--- config.mk ---
export PLATFORM = sky130hd
export DESIGN_NAME = multicycle_control_unit
export DESIGN_NICKNAME = d
export VERILOG_FILES = /design/src/rtl/multicycle_control_unit.sv
export SDC_FILE = /design/constraint.sdc
export NUM_CORES = 1
export LEC_CHECK = 0
export CORE_UTILIZATION = 40
export CTS_BUF_LIST = sky130_fd_sc_hd__clkbuf_4 sky130_fd_sc_hd__clkbuf_8 sky130_fd_sc_hd__clkbuf_16
export DETAILED_ROUTE_END_ITERATION = 10
export GPL_TIMING_DRIVEN = 0
export PLACE_DENSITY_LB_ADDON = 0.3
export SLEW_MARGIN = 10
export SYNTH_ARGS = -nofsm -noshare
export SYNTH_HDL_FRONTEND = slang
export SYNTH_SLANG_ARGS = --single-unit
--- constraint.sdc ---
create_clock -name CLK -period 2 [get_ports CLK]
set_clock_uncertainty 0.05 [all_clocks]
set_input_delay 0.4 -clock CLK [delete_from_list [all_inputs] [get_ports CLK]]
set_output_delay 0.4 -clock CLK [all_outputs]
set_load 0.05 [all_outputs]
--- src/rtl/multicycle_control_unit.sv ---
// Multicycle MIPS control FSM.
// Steps each instruction through fetch/decode/execute/memory/writeback,
// sharing one ALU and one memory port. Memory accesses wait on MemReady,
// MUL occupies MUL_CYCLES execute cycles, and illegal encodings park the
// FSM in a sticky ERROR state until reset.
//
// state   | meaning
// --------+-----------------------------------------------------------
// FETCH   | read instruction at PC, PC+4 into PC when memory is ready
// DECODE  | branch target PC+(imm<<2) computed into ALUOut
// RTYPE   | A op B for register-register instructions
// MULWAIT | extra multiply cycles, ALU controls held
// ALUWB   | ALUOut -> rd
// MEMADR  | A + imm effective address for lw/sw
// MEMRD   | data read at ALUOut, waits for MemReady
// MEMWB   | MDR -> rt
// MEMWR   | B written at ALUOut, waits for MemReady
// ADDIEX  | A + imm
// ADDIWB  | ALUOut -> rt
// BEQ     | A - B, PC <- ALUOut when Zero
// JUMP    | PC <- jump target
// JALS    | PC <- jump target, r31 <- PC (already PC+4)
// JR      | PC <- rs
// ERROR   | illegal encoding, sticky until reset

module multicycle_control_unit #(
  parameter int MUL_CYCLES = 4,
  parameter int ALUCTRL_W  = 3
) (
  input  logic                 CLK,
  input  logic                 RST,
  input  logic [5:0]           Op,
  input  logic [5:0]           Funct,
  input  logic                 MemReady,
  output logic                 PCWrite,
  output logic                 Branch,
  output logic [1:0]           PCSrc,
  output logic                 IorD,
  output logic                 MemRead,
  output logic                 MemWrite,
  output logic                 IRWrite,
  output logic                 MemtoReg,
  output logic [1:0]           RegDst,
  output logic                 RegWrite,
  output logic                 JAL,
  output logic                 ALUSrcA,
  output logic [1:0]           ALUSrcB,
  output logic [ALUCTRL_W-1:0] ALUControl,
  output logic                 IllegalOp,
  output logic                 InstrDone
);

  typedef enum logic [3:0] {
    FETCH, DECODE, RTYPE, MULWAIT, ALUWB, MEMADR, MEMRD, MEMWB,
    MEMWR, ADDIEX, ADDIWB, BEQ, JUMP, JALS, JR, ERROR
  } state_t;

  localparam logic [5:0] OP_RTYPE = 6'b000000;
  localparam logic [5:0] OP_LW    = 6'b100011;
  localparam logic [5:0] OP_SW    = 6'b101011;
  localparam logic [5:0] OP_ADDI  = 6'b001000;
  localparam logic [5:0] OP_BEQ   = 6'b000100;
  localparam logic [5:0] OP_J     = 6'b000010;
  localparam logic [5:0] OP_JAL   = 6'b000011;

  localparam logic [5:0] FN_ADD = 6'b100000;
  localparam logic [5:0] FN_SUB = 6'b100010;
  localparam logic [5:0] FN_AND = 6'b100100;
  localparam logic [5:0] FN_OR  = 6'b100101;
  localparam logic [5:0] FN_SLT = 6'b101010;
  localparam logic [5:0] FN_MUL = 6'b011000;
  localparam logic [5:0] FN_JR  = 6'b001000;

  localparam logic [ALUCTRL_W-1:0] ALU_AND = ALUCTRL_W'(3'b000);
  localparam logic [ALUCTRL_W-1:0] ALU_OR  = ALUCTRL_W'(3'b001);
  localparam logic [ALUCTRL_W-1:0] ALU_ADD = ALUCTRL_W'(3'b010);
  localparam logic [ALUCTRL_W-1:0] ALU_MUL = ALUCTRL_W'(3'b011);
  localparam logic [ALUCTRL_W-1:0] ALU_SUB = ALUCTRL_W'(3'b110);
  localparam logic [ALUCTRL_W-1:0] ALU_SLT = ALUCTRL_W'(3'b111);

  // RTYPE itself is the first multiply cycle, so MULWAIT covers the rest.
  // Out-of-range parameters are clamped so the 4-bit counter cannot wrap.
  localparam int          MUL_EXTRA = (MUL_CYCLES < 1)  ? 0  :
                                      (MUL_CYCLES > 15) ? 14 : MUL_CYCLES - 1;
  localparam logic [3:0]  MUL_LOAD  = 4'(MUL_EXTRA);
  localparam bit          MUL_SKIP  = (MUL_EXTRA == 0);

  state_t                 state, next_state;
  logic   [3:0]           mul_cnt;
  logic                   funct_legal;
  logic [ALUCTRL_W-1:0]   funct_alu;

  // Funct decode: legality and the ALU operation it selects.
  always_comb begin
    funct_legal = 1'b1;
    funct_alu   = ALU_ADD;
    case (Funct)
      FN_ADD:  funct_alu = ALU_ADD;
      FN_SUB:  funct_alu = ALU_SUB;
      FN_AND:  funct_alu = ALU_AND;
      FN_OR:   funct_alu = ALU_OR;
      FN_SLT:  funct_alu = ALU_SLT;
      FN_MUL:  funct_alu = ALU_MUL;
      FN_JR:   funct_alu = ALU_ADD;
      default: funct_legal = 1'b0;
    endcase
  end

  // State register, cleared asynchronously.
  always_ff @(posedge CLK or posedge RST) begin
    if (RST) state <= FETCH;
    else     state <= next_state;
  end

  // Multiply down-counter: loaded on entry to MULWAIT, zero everywhere else.
  always_ff @(posedge CLK or posedge RST) begin
    if (RST) begin
      mul_cnt <= 4'd0;
    end else if (state == RTYPE && next_state == MULWAIT) begin
      mul_cnt <= MUL_LOAD;
    end else if (state == MULWAIT && mul_cnt != 4'd0) begin
      mul_cnt <= mul_cnt - 4'd1;
    end else begin
      mul_cnt <= 4'd0;
    end
  end

  // Next-state logic.
  always_comb begin
    next_state = state;
    case (state)
      FETCH:   if (MemReady) next_state = DECODE;
      DECODE: begin
        case (Op)
          OP_RTYPE: begin
            if (!funct_legal)        next_state = ERROR;
            else if (Funct == FN_JR) next_state = JR;
            else                     next_state = RTYPE;
          end
          OP_LW, OP_SW: next_state = MEMADR;
          OP_ADDI:      next_state = ADDIEX;
          OP_BEQ:       next_state = BEQ;
          OP_J:         next_state = JUMP;
          OP_JAL:       next_state = JALS;
          default:      next_state = ERROR;
        endcase
      end
      RTYPE: begin
        if (Funct == FN_MUL && !MUL_SKIP) next_state = MULWAIT;
        else                              next_state = ALUWB;
      end
      // Leave in the cycle the count reaches zero; a zero count also
      // exits so a stray entry can never stall here.
      MULWAIT: if (mul_cnt <= 4'd1) next_state = ALUWB;
      ALUWB:   next_state = FETCH;
      MEMADR:  next_state = (Op == OP_SW) ? MEMWR : MEMRD;
      MEMRD:   if (MemReady) next_state = MEMWB;
      MEMWB:   next_state = FETCH;
      MEMWR:   if (MemReady) next_state = FETCH;
      ADDIEX:  next_state = ADDIWB;
      ADDIWB:  next_state = FETCH;
      BEQ:     next_state = FETCH;
      JUMP:    next_state = FETCH;
      JALS:    next_state = FETCH;
      JR:      next_state = FETCH;
      ERROR:   next_state = ERROR;
      default: next_state = ERROR;
    endcase
  end

  // Moore output decode; everything forced low while reset is held.
  always_comb begin
    PCWrite    = 1'b0;
    Branch     = 1'b0;
    PCSrc      = 2'b00;
    IorD       = 1'b0;
    MemRead    = 1'b0;
    MemWrite   = 1'b0;
    IRWrite    = 1'b0;
    MemtoReg   = 1'b0;
    RegDst     = 2'b00;
    RegWrite   = 1'b0;
    JAL        = 1'b0;
    ALUSrcA    = 1'b0;
    ALUSrcB    = 2'b00;
    ALUControl = '0;
    IllegalOp  = 1'b0;
    InstrDone  = 1'b0;
    if (!RST) begin
      case (state)
        FETCH: begin
          MemRead    = 1'b1;
          ALUSrcB    = 2'b01;
          ALUControl = ALU_ADD;
          PCWrite    = MemReady;
          IRWrite    = MemReady;
        end
        DECODE: begin
          ALUSrcB    = 2'b11;
          ALUControl = ALU_ADD;
        end
        RTYPE, MULWAIT: begin
          ALUSrcA    = 1'b1;
          ALUControl = funct_alu;
        end
        ALUWB: begin
          RegDst    = 2'b01;
          RegWrite  = 1'b1;
          InstrDone = 1'b1;
        end
        MEMADR, ADDIEX: begin
          ALUSrcA    = 1'b1;
          ALUSrcB    = 2'b10;
          ALUControl = ALU_ADD;
        end
        MEMRD: begin
          IorD    = 1'b1;
          MemRead = 1'b1;
        end
        MEMWB: begin
          MemtoReg  = 1'b1;
          RegWrite  = 1'b1;
          InstrDone = 1'b1;
        end
        MEMWR: begin
          IorD      = 1'b1;
          MemWrite  = 1'b1;
          InstrDone = MemReady;
        end
        ADDIWB: begin
          RegWrite  = 1'b1;
          InstrDone = 1'b1;
        end
        BEQ: begin
          ALUSrcA    = 1'b1;
          ALUControl = ALU_SUB;
          Branch     = 1'b1;
          PCSrc      = 2'b01;
          InstrDone  = 1'b1;
        end
        JUMP: begin
          PCWrite   = 1'b1;
          PCSrc     = 2'b10;
          InstrDone = 1'b1;
        end
        JALS: begin
          PCWrite   = 1'b1;
          PCSrc     = 2'b10;
          RegDst    = 2'b10;
          RegWrite  = 1'b1;
          JAL       = 1'b1;
          InstrDone = 1'b1;
        end
        JR: begin
          PCWrite   = 1'b1;
          PCSrc     = 2'b11;
          InstrDone = 1'b1;
        end
        ERROR:   IllegalOp = 1'b1;
        default: IllegalOp = 1'b1;
      endcase
    end
  end

endmodule

==> metrics.txt, run 1 <==
Core Area 2480 sq um; Clk Latency, worst-skew pair 0.25 ns; clock input transition at the sequential cells of the worst setup and hold paths 0.05 ns; crit path cell chain buf_6 -> inv_1 -> nor2_2 -> a41oi_1 -> nor4b_2 -> buf_4; Max transition margin 0.705; Port Buffer Count 33; Final Hold Vio Count 0; Min Clock Period, post-route 2.01 ns; fraction of layout cells with a size suffix above 1 0.432; Worst EP arrival 1.56 ns; CTS root buffer clkbuf_4; PwrDens between 1000 and 1500 nW/um^2; failing checks setup timing; CTS sink cnt 8; EDFF count, synth 0; slowest CP cell dfrtp_2; CTS tree yes; RePlAce Congestion 0.948; die footprint 2850 sq um; Net Sw Frac 0.533; Worst Path Max Fanout 8; CTS H-tree lvls 1; antenna violations before repair 0; clock share of power 0.062; total track usage 0.258; post-route non-filler standard cell count 222; Internal between 900 and 1000 uW; Placed Cells just over 200; Comb power frac 0.810; synthesized area 1050 sq um; Congestion Overflow GR 0; Yosys reg bits 8; Syn-to-layout area delta 59.9%; Setup CP Type register to primary output; vias in the first global route approximately 1200; Yosys Warn Count 0; Cell Rows 18; max cap viols 0; 1st-iter DRT viols 94; Starting Density 0.426; DRT antenna net count 0; Worst-Margin Slew 0.438 ns; Final Core Density 0.681; Die H 53.4 um; Vias 1370; Startpoint Class register; fraction of registers with async set/reset 1.00; register share of total power 0.128; Top Ports 36; Final setup viols 1; largest net degree at the start of global routing 11; fillers between 200 and 250; static leakage about 0.0007 uW; final setup margin -0.00628 ns; Avg Inst Size Synth about 7.3 sq um; FMAX 0.498 GHz; CTS Buf Count 3; Final #Nets 212; largest stage delay on the critical path 0.43 ns; Post-Syn Instances 144; unrepaired setup endpoints after global routing yes; Detail Placement HPWL 2430 um; total detailed-routing wirelength 3550 um; Seq/Total Area, Yosys 0.190; maximum vdd drop 0.000753 V; Slew Viols, Final 0; worst min-delay path category primary input to async pin; syn nets approximately 160; drt drc 0; CP Capture Type primary output; Tcrit/Tclk final 1.00; vias per cell 6.17; outcome finished with violations; n_diodes 0; Initial DRT Pass Iterations 4; Crit path required time 1.55 ns; WL/cell 16.0 um; Primary FF master, synth dfrtp_1; Yosys cell types 47; first-pass GRT wire length between 5000 and 6000 um; Die Span X roughly 53 um; Clock Path Buffers 2; cts hold-fix bufs 0; Switch Pwr 1060 uW
-- worst max-delay path, delay by kind of cell, from the launching register on --
kind | cells | cell delay, ns
buffers and inverters | 3 | 0.47
DFF | 1 | 0.43
and+or+nand+nor | 2 | 0.34
AOI/OAI and AO/OA | 1 | 0.07
-- sequential cells by signal (all words and copies together) (netlist names) --
name / count
mul_cnt: 4
state: 4
-- power groups by stage --
| stage | logic (uW) | clock network [uW] | registers (uW) |
|---|---|---|---|
| 3_5_place_dp | 1290 | 0 | 238 |
| 6_report | 1610 | 124 | 254 |
| 5_1_grt | 1700 | 132 | 259 |
| 4_1_cts | 1420 | 125 | 239 |
| 3_3_place_gp | 1280 | 0 | 236 |
| 2_1_floorplan | 954 | 0 | 229 |
-- synthesized netlist by cell type, types with 2 or more instances --
cell type	instances	area (sq um)
o21ai_0	9	45.0
nand2b_1	4	25.0
and2_1	2	12.5
nor2_1	14	52.6
buf_4	2	15.0
o211ai_1	2	15.0
clkbuf_1	3	11.3
mux2i_1	2	20.0
nand4_1	5	31.3
inv_1	5	18.8
xnor2_1	3	26.3
nor3b_1	3	22.5
nand2_1	10	37.5
o32ai_1	3	26.3
ha_1	3	37.5
and3_1	3	18.8
a21oi_1	5	25.0
buf_2	3	15.0
dfrtp_1	8	200
and4_1	2	17.5
nand3_1	6	30.0
nor4_1	5	31.3
nor3_1	10	50.1
nor2b_1	5	31.3
a41oi_1	2	17.5
or2_2	2	12.5
nand3b_1	2	15.0
buf_6	2	22.5
-- cells by family after synthesis --
kind of cell,count (synthesis),share of synthesized area
AO/OA/AOI/OAI,30,0.199
XOR/XNOR,4,0.0332
adder cells (fa/ha/maj),3,0.0356
AND/OR/NAND/NOR,80,0.431
buffers and inverters,16,0.0818
flip-flops,8,0.190
multiplexers,3,0.0297
-- cell usage in the layout, fill, tap and decap left out, types with 3 or more instances in the layout --
master	count
nand4_1	5
ha_1	3
a21oi_1	3
dlygate4sd2_1	6
buf_6	15
nand2_1	8
dfrtp_1	6
inv_1	4
nor4_1	3
clkdlybuf4s50_1	6
o21ai_0	6
buf_2	7
buf_4	17
clkbuf_4	4
nand3_1	6
nor3_1	7
o32ai_1	3
nor2b_1	4
nor2_1	11
nor2_2	3
nand2b_4	3
xnor2_1	3
-- timing repair --
action                                 4_1_cts  5_1_grt
setup endpoints to repair                   21       18
cloned                                       0        1
resized for setup                          150       33
pin swaps                                    6        7
endpoints found under the hold margin        0        0
setup buffers                                7        4
-- metal layers --
layer  part of all wire  global-route usage  vias to the layer above
li1                   -                   -                      639
met1               0.39               0.296                      645
met2               0.50               0.452                       77
met3              0.081              0.0374                        9
met4              0.020               0.136                        0
met5                  0                   0                        -
-- path summary, 6_finish.rpt --
kind,start,end,slack [ns],cells past startpoint
max in group asynchronous,RST,state[0],1.36,2
max reg2reg,mul_cnt[0],state[2],0.23,6
min reg2reg,mul_cnt[0],mul_cnt[0],0.49,1
max,state[3],ALUControl[2],-0.006,6
min,RST,mul_cnt[0],0.27,2
min in group CLK,mul_cnt[0],mul_cnt[0],0.49,1
-- through the flow --
| stage | total power (uW) | TNS, ns | setup slack (ns) | hold WS [ns] | cell area, sq um |
|---|---|---|---|---|---|
| after floorplan | 1180 | -2.87 | -0.409 | 0.376 | 1110 |
| after global placement | 1510 | -9.31 | -0.853 | 0.455 | 1480 |
| after detailed placement | 1530 | -9.94 | -0.895 | 0.457 | 1480 |
| after CTS | 1780 | -0.0605 | -0.0605 | 0.229 | 1580 |
| after global routing | 2090 | -0.375 | -0.0829 | 0.293 | 1690 |
| final | 1990 | -0.00628 | -0.00628 | 0.270 | 1690 |
-- cell type report --
| cell class | instances | area, sq um | area share |
|---|---|---|---|
| multi-input cells | 120 | 925 | 0.548 |
| repair buffers | 45 | 380 | 0.226 |
| inverters | 5 | 18.8 | 0.0111 |
| plain buffers | 11 | 100 | 0.0593 |
| well taps | 30 | 37.5 | 0.0223 |
| flip-flops and latches | 8 | 203 | 0.120 |
| clock buffers | 3 | 22.5 | 0.0134 |
Note: power is estimated with default switching activity, not from simulation.
==> inputs of run 2 (changes only) <==
- CAP_MARGIN: default -> 25
- CORE_ASPECT_RATIO: default -> 0.6
==> run 2 against run 1 <==
The flow still finishes with violations (setup timing). Register-to-register slack is essentially flat. Cell count is the same. Final area grew 1.6%. Combinational power grew 9%. Critical path type unchanged. Largest cell class unchanged. Largest power group unchanged.
==> metrics.txt, run 2 (synthesis gave the netlist of run 1 again) <==
maximum vdd drop 0.000484 V (-36%); die footprint 2850 sq um (+0.24%); Storage cell area 203 sq um (unchanged); Final #Nets 212 (unchanged); Max transition margin 0.656 (-0.0494); Cell Rows 13 (-5); Placed Cells 207 (unchanged); total detailed-routing wirelength 4050 um (+14%); Final Hold Vio Count 0 (unchanged); FF-to-FF setup slack 0.22 ns (about the same); Congestion Overflow GR 0 (unchanged); static leakage 0.000726 uW (+1.8%); CTS tree yes; FMAX 0.474 GHz (-4.9%); 1st-iter DRT viols 130 (+38%); CTS Buf Count 3 (unchanged); Top Ports 36 (unchanged); PwrDens 1290 nW/um^2 (+9.0%); worst min-delay path category primary input to async pin; Starting Density 0.453 (+0.0277); Min Clock Period, post-route 2.11 ns (+0.104 ns); clock input transition at the sequential cells of the worst setup and hold paths 0.04 ns (about the same); first-pass GRT wire length 6100 um (+15%); fraction of layout cells with a size suffix above 1 0.422 (-0.0104); commonest non-fill, non-tap cells in the layout buf_4, buf_6, nor2_1; CTS sink cnt 8 (unchanged); CTS H-tree lvls 1 (unchanged); max cap viols 0 (unchanged); DRT antenna net count 0 (unchanged); Total Power 2200 uW (+11%); cts hold-fix bufs 0 (unchanged); Crit path required time 1.55 ns (about the same); largest net degree at the start of global routing 11 (unchanged); Worst R2R End state[2]; failing checks setup timing; dpl ws -0.851 ns (+0.0443 ns); unrepaired setup endpoints after global routing yes; Final setup viols 4 (+3); Clk Latency, worst-skew pair 0.23 ns (-0.02 ns); outcome finished with violations; Tcrit/Tclk final 1.05 (+0.0518); Die H 41.8 um (-22%); CTS root buffer clkbuf_8; commonest non-fill, non-tap cell in the layout buf_4; n_diodes 0 (unchanged); biggest regs mul_cnt: 4 flops, state: 4 flops; Syn-to-layout area delta 62.4%; reg2reg start mul_cnt[0]; Worst Path Max Fanout 8 (unchanged); Clock Path Buffers 2 (unchanged); multi-input logic area 922 sq um (-0.27%); Detail Placement HPWL 2620 um (+7.9%); Setup CP Type register to primary output; Core Area 2330 sq um (-6.1%); post-route non-filler standard cell count 222 (unchanged); WL/cell 18.2 um (+14%); RePlAce Congestion 0.892 (-5.9%); vias per cell 6.35 (+2.8%); CP Capture Type primary output; Die Span X 68.3 um (+28%); total track usage 0.283 (+0.0255); vias in the first global route 1274 (+5.1%); Worst EP arrival 1.66 ns (+0.10 ns); Reg2Reg Depth 6 (unchanged); antenna violations before repair 0 (unchanged); Port Buffer Count 33 (unchanged); Slew Viols, Final 0 (unchanged); fillers 175 (-14%); final setup margin -0.110 ns (-0.104 ns); Worst-Margin Slew 0.511 ns (+0.0734 ns); drt drc 0 (unchanged); Vias 1409 (+2.8%); Initial DRT Pass Iterations 5 (+1); Startpoint Class register
run 2: layer usage:
metal  wire length [um]  up-vias  track usage
met5                  0        -            0
met4                 97        0       0.0542
met3                374       14       0.0659
met2               1880       96        0.463
met1               1700      666        0.376
li1                   -      633            -
run 2: timing repair:
action                                  in CTS  in global routing
endpoints found under the setup margin      21                 19
pin swaps                                    7                  7
buffers inserted                             4                  7
gates cloned                                 1                  0
gates resized for setup                    148                 32
run 2: how the worst max path moves through the flow:
stage | cells after the start | slack [ns] | start | endpoint
after floorplan | 4 | -0.41 | Funct[5] | ALUControl[0]
after global placement | 5 | -0.84 | Funct[5] | ALUControl[2]
after detailed placement | 6 | -0.85 | Funct[5] | ALUControl[0]
after CTS | 6 | -0.06 | state[3] | ALUControl[1]
after global routing | 5 | -0.20 | state[3] | RegWrite
final | 5 | -0.11 | state[3] | RegWrite
run 2: cell type report:
class	instances	area share
inverters	5	0.0124
well taps	30	0.0219
plain buffers	11	0.0584
flip-flops and latches	8	0.118
clock buffers	3	0.0241
repair buffers	45	0.226
multi-input cells	120	0.538
run 2: stage by stage:
stage	hold slack, ns	setup TNS (ns)	instance area, sq um	util
2_1_floorplan	0.376	-2.87	1110	-
3_3_place_gp	0.458	-9.51	1480	0.637
3_5_place_dp	0.476	-9.94	1480	0.637
4_1_cts	0.262	-0.125	1600	0.689
5_1_grt	0.308	-0.513	1710	0.736
6_report	0.267	-0.215	1710	0.736
run 2: worst max-delay path, cell delays in order, from the launching register on:
cell and delay, ns:
dfrtp_2 0.46, buf_8 0.17, xnor2_1 0.29, nand3b_1 0.13
a21oi_1 0.16, buf_4 0.22
run 2: where the power goes:
part	leakage (uW)	switching [uW]	total [uW]	internal, uW
logic	0.000600	1020	1750	726
clock network	0.0000216	62.7	193	130
registers	0.000104	54.8	258	203
